$ cat config.mk
export PLATFORM = sky130hd
export DESIGN_NAME = mem_bus_fabric
export DESIGN_NICKNAME = d
export VERILOG_FILES = /design/src/rtl/mem_bus_fabric_pkg.sv /design/src/rtl/bus_wait_timer.sv /design/src/rtl/mem_bus_fabric.sv
export SDC_FILE = /design/constraint.sdc
export NUM_CORES = 1
export LEC_CHECK = 0
export ABC_AREA = 1
export BUFFER_PORTS_ARGS = -buffer_cell sky130_fd_sc_hd__buf_2
export CAP_MARGIN = 10
export CORE_AREA = 4 4 135 137
export CTS_BUF_LIST = sky130_fd_sc_hd__clkbuf_8
export CTS_CLUSTER_SIZE = 24
export DETAILED_ROUTE_END_ITERATION = 6
export DIE_AREA = 0 0 139 141
export GPL_TIMING_DRIVEN = 0
export PLACE_DENSITY = 0.57
export SYNTH_ARGS = -nofsm -noshare
export SYNTH_HDL_FRONTEND = slang
export SYNTH_SLANG_ARGS = --single-unit
$ cat constraint.sdc
create_clock -name clk -period 3.15 [get_ports clk]
set_input_delay 0.1575 -clock clk [delete_from_list [all_inputs] [get_ports clk]]
set_output_delay 0.1575 -clock clk [all_outputs]
set_load 0.05 [all_outputs]
$ cat src/rtl/mem_bus_fabric_pkg.sv
// rtl/mem_bus_fabric_pkg.sv - shared types, constants and helpers for the memory bus fabric
package mem_bus_fabric_pkg;

    typedef enum logic [1:0] {IDLE, ACCESS, DONE} state_t;

    localparam logic [31:0] ERR_DATA_DEFAULT = 32'hDEAD_BEEF;

    // SLOT_LAT packs one 4-bit latency per slot, slot i at bits [4i+:4]
    function automatic logic [3:0] slot_lat(input logic [63:0] lat_vec, input int i);
        logic [63:0] shifted;
        shifted = lat_vec >> (4 * i);
        return shifted[3:0];
    endfunction

endpackage

$ cat src/rtl/bus_wait_timer.sv
// rtl/bus_wait_timer.sv - per-access cycle counter with fixed-latency match and timeout compare
module bus_wait_timer #(
    parameter int TIMEOUT = 255
) (
    input  logic       clk,
    input  logic       rst,
    input  logic       start,
    input  logic       run,
    input  logic [3:0] lat,
    output logic       done,
    output logic       timeout
);

    logic [7:0] cnt;

    always_ff @(posedge clk) begin
        if (rst) begin
            cnt <= 8'd0;
        end else if (start) begin
            cnt <= 8'd1;
        end else if (run && (cnt != 8'hFF)) begin
            cnt <= cnt + 8'd1;
        end
    end

    // Fixed-latency slots never time out; slave-driven slots never "match"
    assign done    = run && (lat != 4'd0) && (cnt == {4'd0, lat});
    assign timeout = run && (lat == 4'd0) && (cnt >= 8'(TIMEOUT));

endmodule

$ cat src/rtl/mem_bus_fabric.sv
// rtl/mem_bus_fabric.sv - picorv32 native-bus interconnect: slot decode, wait states, timeout; BUS_FABRIC_ERR_CAPTURE_EN adds error capture
module mem_bus_fabric
    import mem_bus_fabric_pkg::*;
#(
    parameter int          NUM_SLOTS = 8,
    parameter int          SEL_LSB   = 12,
    parameter int          SEL_W     = 4,
    parameter logic [63:0] SLOT_LAT  = 64'h0000_0000_0111_0111,
    parameter int          TIMEOUT   = 255,
    parameter logic [31:0] ERR_DATA  = ERR_DATA_DEFAULT
) (
    input  logic                     clk,
    input  logic                     rst,
    input  logic                     cpu_mem_valid,
    input  logic [31:0]              cpu_mem_addr,
    input  logic [3:0]               cpu_mem_wstrb,
    output logic                     cpu_mem_ready,
    output logic [31:0]              cpu_mem_rdata,
    output logic [NUM_SLOTS-1:0]     slv_cs,
    output logic [3:0]               slv_we,
    input  logic [NUM_SLOTS-1:0]     slv_ready,
    input  logic [NUM_SLOTS*32-1:0]  slv_rdata,
`ifdef BUS_FABRIC_ERR_CAPTURE_EN
    output logic [31:0]              err_addr,
    output logic [7:0]               err_count,
`endif
    output logic                     bus_err
);

    if (TIMEOUT < 1 || TIMEOUT > 255) begin : g_bad_timeout
        $error("mem_bus_fabric: TIMEOUT must be in 1..255");
    end
    if (NUM_SLOTS < 1 || NUM_SLOTS > 16 || NUM_SLOTS > (1 << SEL_W)) begin : g_bad_slots
        $error("mem_bus_fabric: NUM_SLOTS out of range");
    end

    state_t               state_q, state_d;
    logic [SEL_W-1:0]     slot_q;
    logic                 err_pend_q, err_pend_d;
    logic [SEL_W-1:0]     addr_slot, cur_slot;
    logic                 mapped;
    logic [NUM_SLOTS-1:0] sel_oh;
    logic                 sel_ready;
    logic [31:0]          sel_rdata;
    logic [3:0]           sel_lat;
    logic                 start, run, done, timeout;
    logic                 addr_unused;

    assign addr_slot   = cpu_mem_addr[SEL_LSB +: SEL_W];
    assign mapped      = int'(addr_slot) < NUM_SLOTS;
    assign cur_slot    = (state_q == IDLE) ? addr_slot : slot_q;
    assign addr_unused = ^cpu_mem_addr;

    always_comb begin
        sel_oh    = '0;
        sel_ready = 1'b0;
        sel_rdata = 32'd0;
        sel_lat   = 4'd0;
        for (int i = 0; i < NUM_SLOTS; i++) begin
            if (cur_slot == SEL_W'(i)) begin
                sel_oh[i] = 1'b1;
                sel_ready = slv_ready[i];
                sel_rdata = slv_rdata[32*i +: 32];
                sel_lat   = slot_lat(SLOT_LAT, i);
            end
        end
    end

    bus_wait_timer #(
        .TIMEOUT (TIMEOUT)
    ) u_timer (
        .clk     (clk),
        .rst     (rst),
        .start   (start),
        .run     (run),
        .lat     (sel_lat),
        .done    (done),
        .timeout (timeout)
    );

    always_ff @(posedge clk) begin
        if (rst) begin
            state_q    <= IDLE;
            slot_q     <= '0;
            err_pend_q <= 1'b0;
        end else begin
            state_q    <= state_d;
            err_pend_q <= err_pend_d;
            if (start) begin
                slot_q <= addr_slot;
            end
        end
    end

    // Outputs are held low throughout reset so an interrupted transfer never completes
    always_comb begin
        state_d       = state_q;
        err_pend_d    = 1'b0;
        start         = 1'b0;
        run           = 1'b0;
        cpu_mem_ready = 1'b0;
        cpu_mem_rdata = 32'd0;
        slv_cs        = '0;
        slv_we        = 4'd0;
        bus_err       = 1'b0;
        if (!rst) begin
            case (state_q)
                IDLE: begin
                    if (cpu_mem_valid) begin
                        if (mapped) begin
                            start  = 1'b1;
                            slv_cs = sel_oh;
                            slv_we = cpu_mem_wstrb;
                            if ((sel_lat == 4'd0) && sel_ready) begin
                                cpu_mem_ready = 1'b1;
                                cpu_mem_rdata = sel_rdata;
                                state_d       = DONE;
                            end else begin
                                state_d = ACCESS;
                            end
                        end else begin
                            err_pend_d = 1'b1;
                            state_d    = DONE;
                        end
                    end
                end
                ACCESS: begin
                    if (!cpu_mem_valid) begin
                        state_d = IDLE;
                    end else begin
                        run    = 1'b1;
                        slv_cs = sel_oh;
                        slv_we = timeout ? 4'd0 : cpu_mem_wstrb;
                        if ((sel_lat != 4'd0) ? done : sel_ready) begin
                            cpu_mem_ready = 1'b1;
                            cpu_mem_rdata = sel_rdata;
                            state_d       = DONE;
                        end else if (timeout) begin
                            cpu_mem_ready = 1'b1;
                            cpu_mem_rdata = ERR_DATA;
                            bus_err       = 1'b1;
                            state_d       = DONE;
                        end
                    end
                end
                DONE: begin
                    // An unmapped access completes here, then takes one more DONE cycle as its gap
                    if (err_pend_q) begin
                        cpu_mem_ready = 1'b1;
                        cpu_mem_rdata = ERR_DATA;
                        bus_err       = 1'b1;
                        state_d       = DONE;
                    end else begin
                        state_d = IDLE;
                    end
                end
                default: state_d = IDLE;
            endcase
        end
    end

`ifdef BUS_FABRIC_ERR_CAPTURE_EN
    always_ff @(posedge clk) begin
        if (rst) begin
            err_addr  <= 32'd0;
            err_count <= 8'd0;
        end else if (bus_err) begin
            err_addr <= cpu_mem_addr;
            if (err_count != 8'hFF) begin
                err_count <= err_count + 8'd1;
            end
        end
    end
`endif

endmodule
==> impl_metrics.env <==
export IMPL_slowest_stage="dfxtp_2"
export IMPL_placed_cells=1305
export IMPL_max_stage_delay_ns=0.35
export IMPL_synth_enable_flop_cells=0
export IMPL_min_period_ns=3.06
export IMPL_cp_max_fo=10
export IMPL_clk_path_buf_depth=2
export IMPL_tightest_slew_ns=0.929
export IMPL_first_pass_iters=5
export IMPL_rsz0062_at_grt="yes"
export IMPL_hold_buffers=0
export IMPL_fin_setup_tns_ns=0
export IMPL_ant_nets=0
export IMPL_vdd_ir_drop_max_mv=0.541
export IMPL_relSlewSlack=0.378
export IMPL_cp_end_kind="output port"
export IMPL_yosysWarnings=0
export IMPL_synthTopCellsByCount="nand2_1, nor2_1, nand3_1"
export IMPL_vias_per_cell=4.81
export IMPL_cts_made_buffers=3
export IMPL_synth_compound_area_frac=0.156
export IMPL_drt_wl_total_um=24300
export IMPL_fin_crit_sh=0.971
export IMPL_worstHoldPathType="in -> reg"
export IMPL_io_pins=349
export IMPL_dieHeight_um=141
export IMPL_grt_pass1_wl_um=34300
export IMPL_synth_area_um2=3950
export IMPL_synthXorXnorAreaFrac=0.00222
export IMPL_power_leakage_nw=3.22
export IMPL_grt_ovfl_total=0
export IMPL_cp_start_kind="flop"
export IMPL_muxShareOfSynthArea=0
export IMPL_syn2layout_area_growth_pct=67.4
export IMPL_grt_max_degree=11
export IMPL_synth_top_family_by_area="simple AND/OR/NAND/NOR gates"
export IMPL_p_per_area_nw_per_um2=761
export IMPL_start_util=0.231
export IMPL_drt_iter0_drc=302
export IMPL_via_count=6364
export IMPL_rows=48
export IMPL_grt_usage=0.225
export IMPL_antenna_found_initial=15
export IMPL_synthFlopType="dfxtp_1"
export IMPL_synthAdderAreaFrac=0.0159
export IMPL_dieArea_um2=19600
export IMPL_holdPathStages=3
export IMPL_synth_seq_area_share=0.0761
export IMPL_cts_root_buffer_cell="clkbuf_8"
export IMPL_cap_violations=0
export IMPL_drc=0
export IMPL_ys_seq_elements=15
export IMPL_cp_cell_sequence="inv_2 > ha_4 > buf_12 > o21ai_4 > nor2_8 > nand2_4 > clkbuf_4 > clkbuf_4 > o21ai_0 > nand3_1 > o22ai_1 > nand2_1 > o21ai_0 > nor3_2 > buf_6"
export IMPL_status="finished, final reports clean"
export IMPL_synth_top_area_share=0.229
export IMPL_dp_hpwl_um=20400
export IMPL_drv_slew=0
export IMPL_ys_types=47
export IMPL_drive_above_1_share=0.468
export IMPL_instances_no_fill=1323
export IMPL_cts_sinks=15
export IMPL_worstPathArrival_ns=2.90
export IMPL_core_um2=17100
export IMPL_synth_top_area_cell="nand2_1"
export IMPL_yosys_top_cells_area="nand2_1, nor2_1, nand3_1, dfxtp_1, a21oi_1"
export IMPL_reg2regPathDepth=14
export IMPL_grt_pass1_vias=5925
export IMPL_multi_input_area_um2=3460
export IMPL_insertion_delay_ns=0.25
export IMPL_clkTransAtPathRegs_ns=0.06
export IMPL_max_freq_ghz=0.327
export IMPL_synthArstFlopShare=0
export IMPL_htreeDepth=1
export IMPL_syn_avg_cell_area_um2=5.18
export IMPL_cts_tree="yes"
export IMPL_cp_required_ns=2.99
export IMPL_clock_skew_ns=0.000571
export IMPL_routedWlPerCell_um=18.4
export IMPL_synth_simple_gate_area_frac=0.631
export IMPL_die_x_um=139
export IMPL_io_buffer_count=319
export IMPL_nets=1405
export IMPL_place_congestion=0.922
export IMPL_criticalPathCategory="reg -> out"
export IMPL_fillerInstances=1928
export IMPL_yosys_cell_count_top_type="nand2_1"
export IMPL_synthCells=761
export IMPL_finalSetupViolCount=0
export IMPL_syn_num_nets=1069
export IMPL_seq_area_um2=305
export IMPL_finalHoldViolations=0
-- per-stage QoR --
| step | cell area, um2 | hold slack [ns] | setup WS (ns) | util | total power [mW] |
|---|---|---|---|---|---|
| 2_1_floorplan | 3960 | 0.270 | -0.0514 | - | 2.82 |
| 3_3_place_gp | 5830 | 0.390 | -0.416 | 0.342 | 4.03 |
| 3_5_place_dp | 5830 | 0.392 | -0.379 | 0.342 | 4.04 |
| 4_1_cts | 6150 | 0.130 | 0.000958 | 0.361 | 4.50 |
| 5_1_grt | 6610 | 0.180 | -0.0682 | 0.387 | 5.43 |
| 6_report | 6610 | 0.139 | 0.0906 | 0.387 | 5.03 |
-- logic make-up after synthesis --
family | Yosys count
XOR/XNOR | 1
buffers and inverters | 105
AO/OA/AOI/OAI | 105
adder cells (fa/ha/maj) | 5
AND/OR/NAND/NOR | 530
flip-flops | 15
-- cell usage in the layout (no fill, tap or decap), drive strengths merged, types with 3 or more instances in the layout --
cell    count
a21oi      56
or2        27
nand4      27
nand3      73
nor3b       4
a21boi      7
nor4        3
inv        58
nor3       19
dfxtp      15
nand2     262
clkbuf     21
nor2      113
o21ai      31
buf       357
ha          5
-- per-layer routing --
metal	wire length (um)	vias to the layer above	GRT usage
met4	442	26	0.0427
met5	162	-	0
li1	-	3150	-
met1	9630	2858	0.272
met3	2560	53	0.0875
met2	11500	277	0.383
-- cell type report --
cell class / instances / share of cell area
multi-input cells: 641 / 0.525
repair buffers: 333 / 0.286
plain buffers: 42 / 0.0538
flip-flops and latches: 15 / 0.0462
well taps: 225 / 0.0426
inverters: 61 / 0.0392
clock buffers: 3 / 0.00625
diodes: 2 / 0.000758
clock inverters: 1 / 0.000568
-- power by group --
group | total, mW | switching [mW] | leakage (nW) | internal [mW]
sequential | 0.240 | 0.0207 | 0.123 | 0.219
combinational | 4.63 | 2.96 | 3.07 | 1.67
clock | 0.158 | 0.0719 | 0.0269 | 0.0864
total | 5.03 | 3.05 | 3.22 | 1.97
-- flip-flops by register name, summed over array words and instances (netlist names) --
name / flops
state_q: 2
u_timer.cnt: 8
slot_q: 4
err_pend_q: 1
-- worst paths after layout --
path                    startpoint                 to  slack [ns]
setup / recovery        state_q[0]  cpu_mem_rdata[14]        0.09
hold reg to reg          slot_q[3]          slot_q[3]        0.45
hold / removal    cpu_mem_addr[14]          slot_q[2]        0.14
setup reg to reg        state_q[1]     u_timer.cnt[7]        0.69
-- critical path, delay by kind of cell (launching register included) --
family	cells	cell delay, ns
compound gates	4	0.58
fa+ha+maj	1	0.18
buf+inv	5	0.87
flops	1	0.35
simple gates	5	0.67
-- what timing repair did --
| action | in CTS | in global routing |
|---|---|---|
| resized for setup | 92 | 105 |
| cloned | 0 | 2 |
| pin swaps | 8 | 25 |
| setup buffers | 2 | 10 |
| setup endpoints to repair | 33 | 33 |
Power figures use the tool's default switching activity.
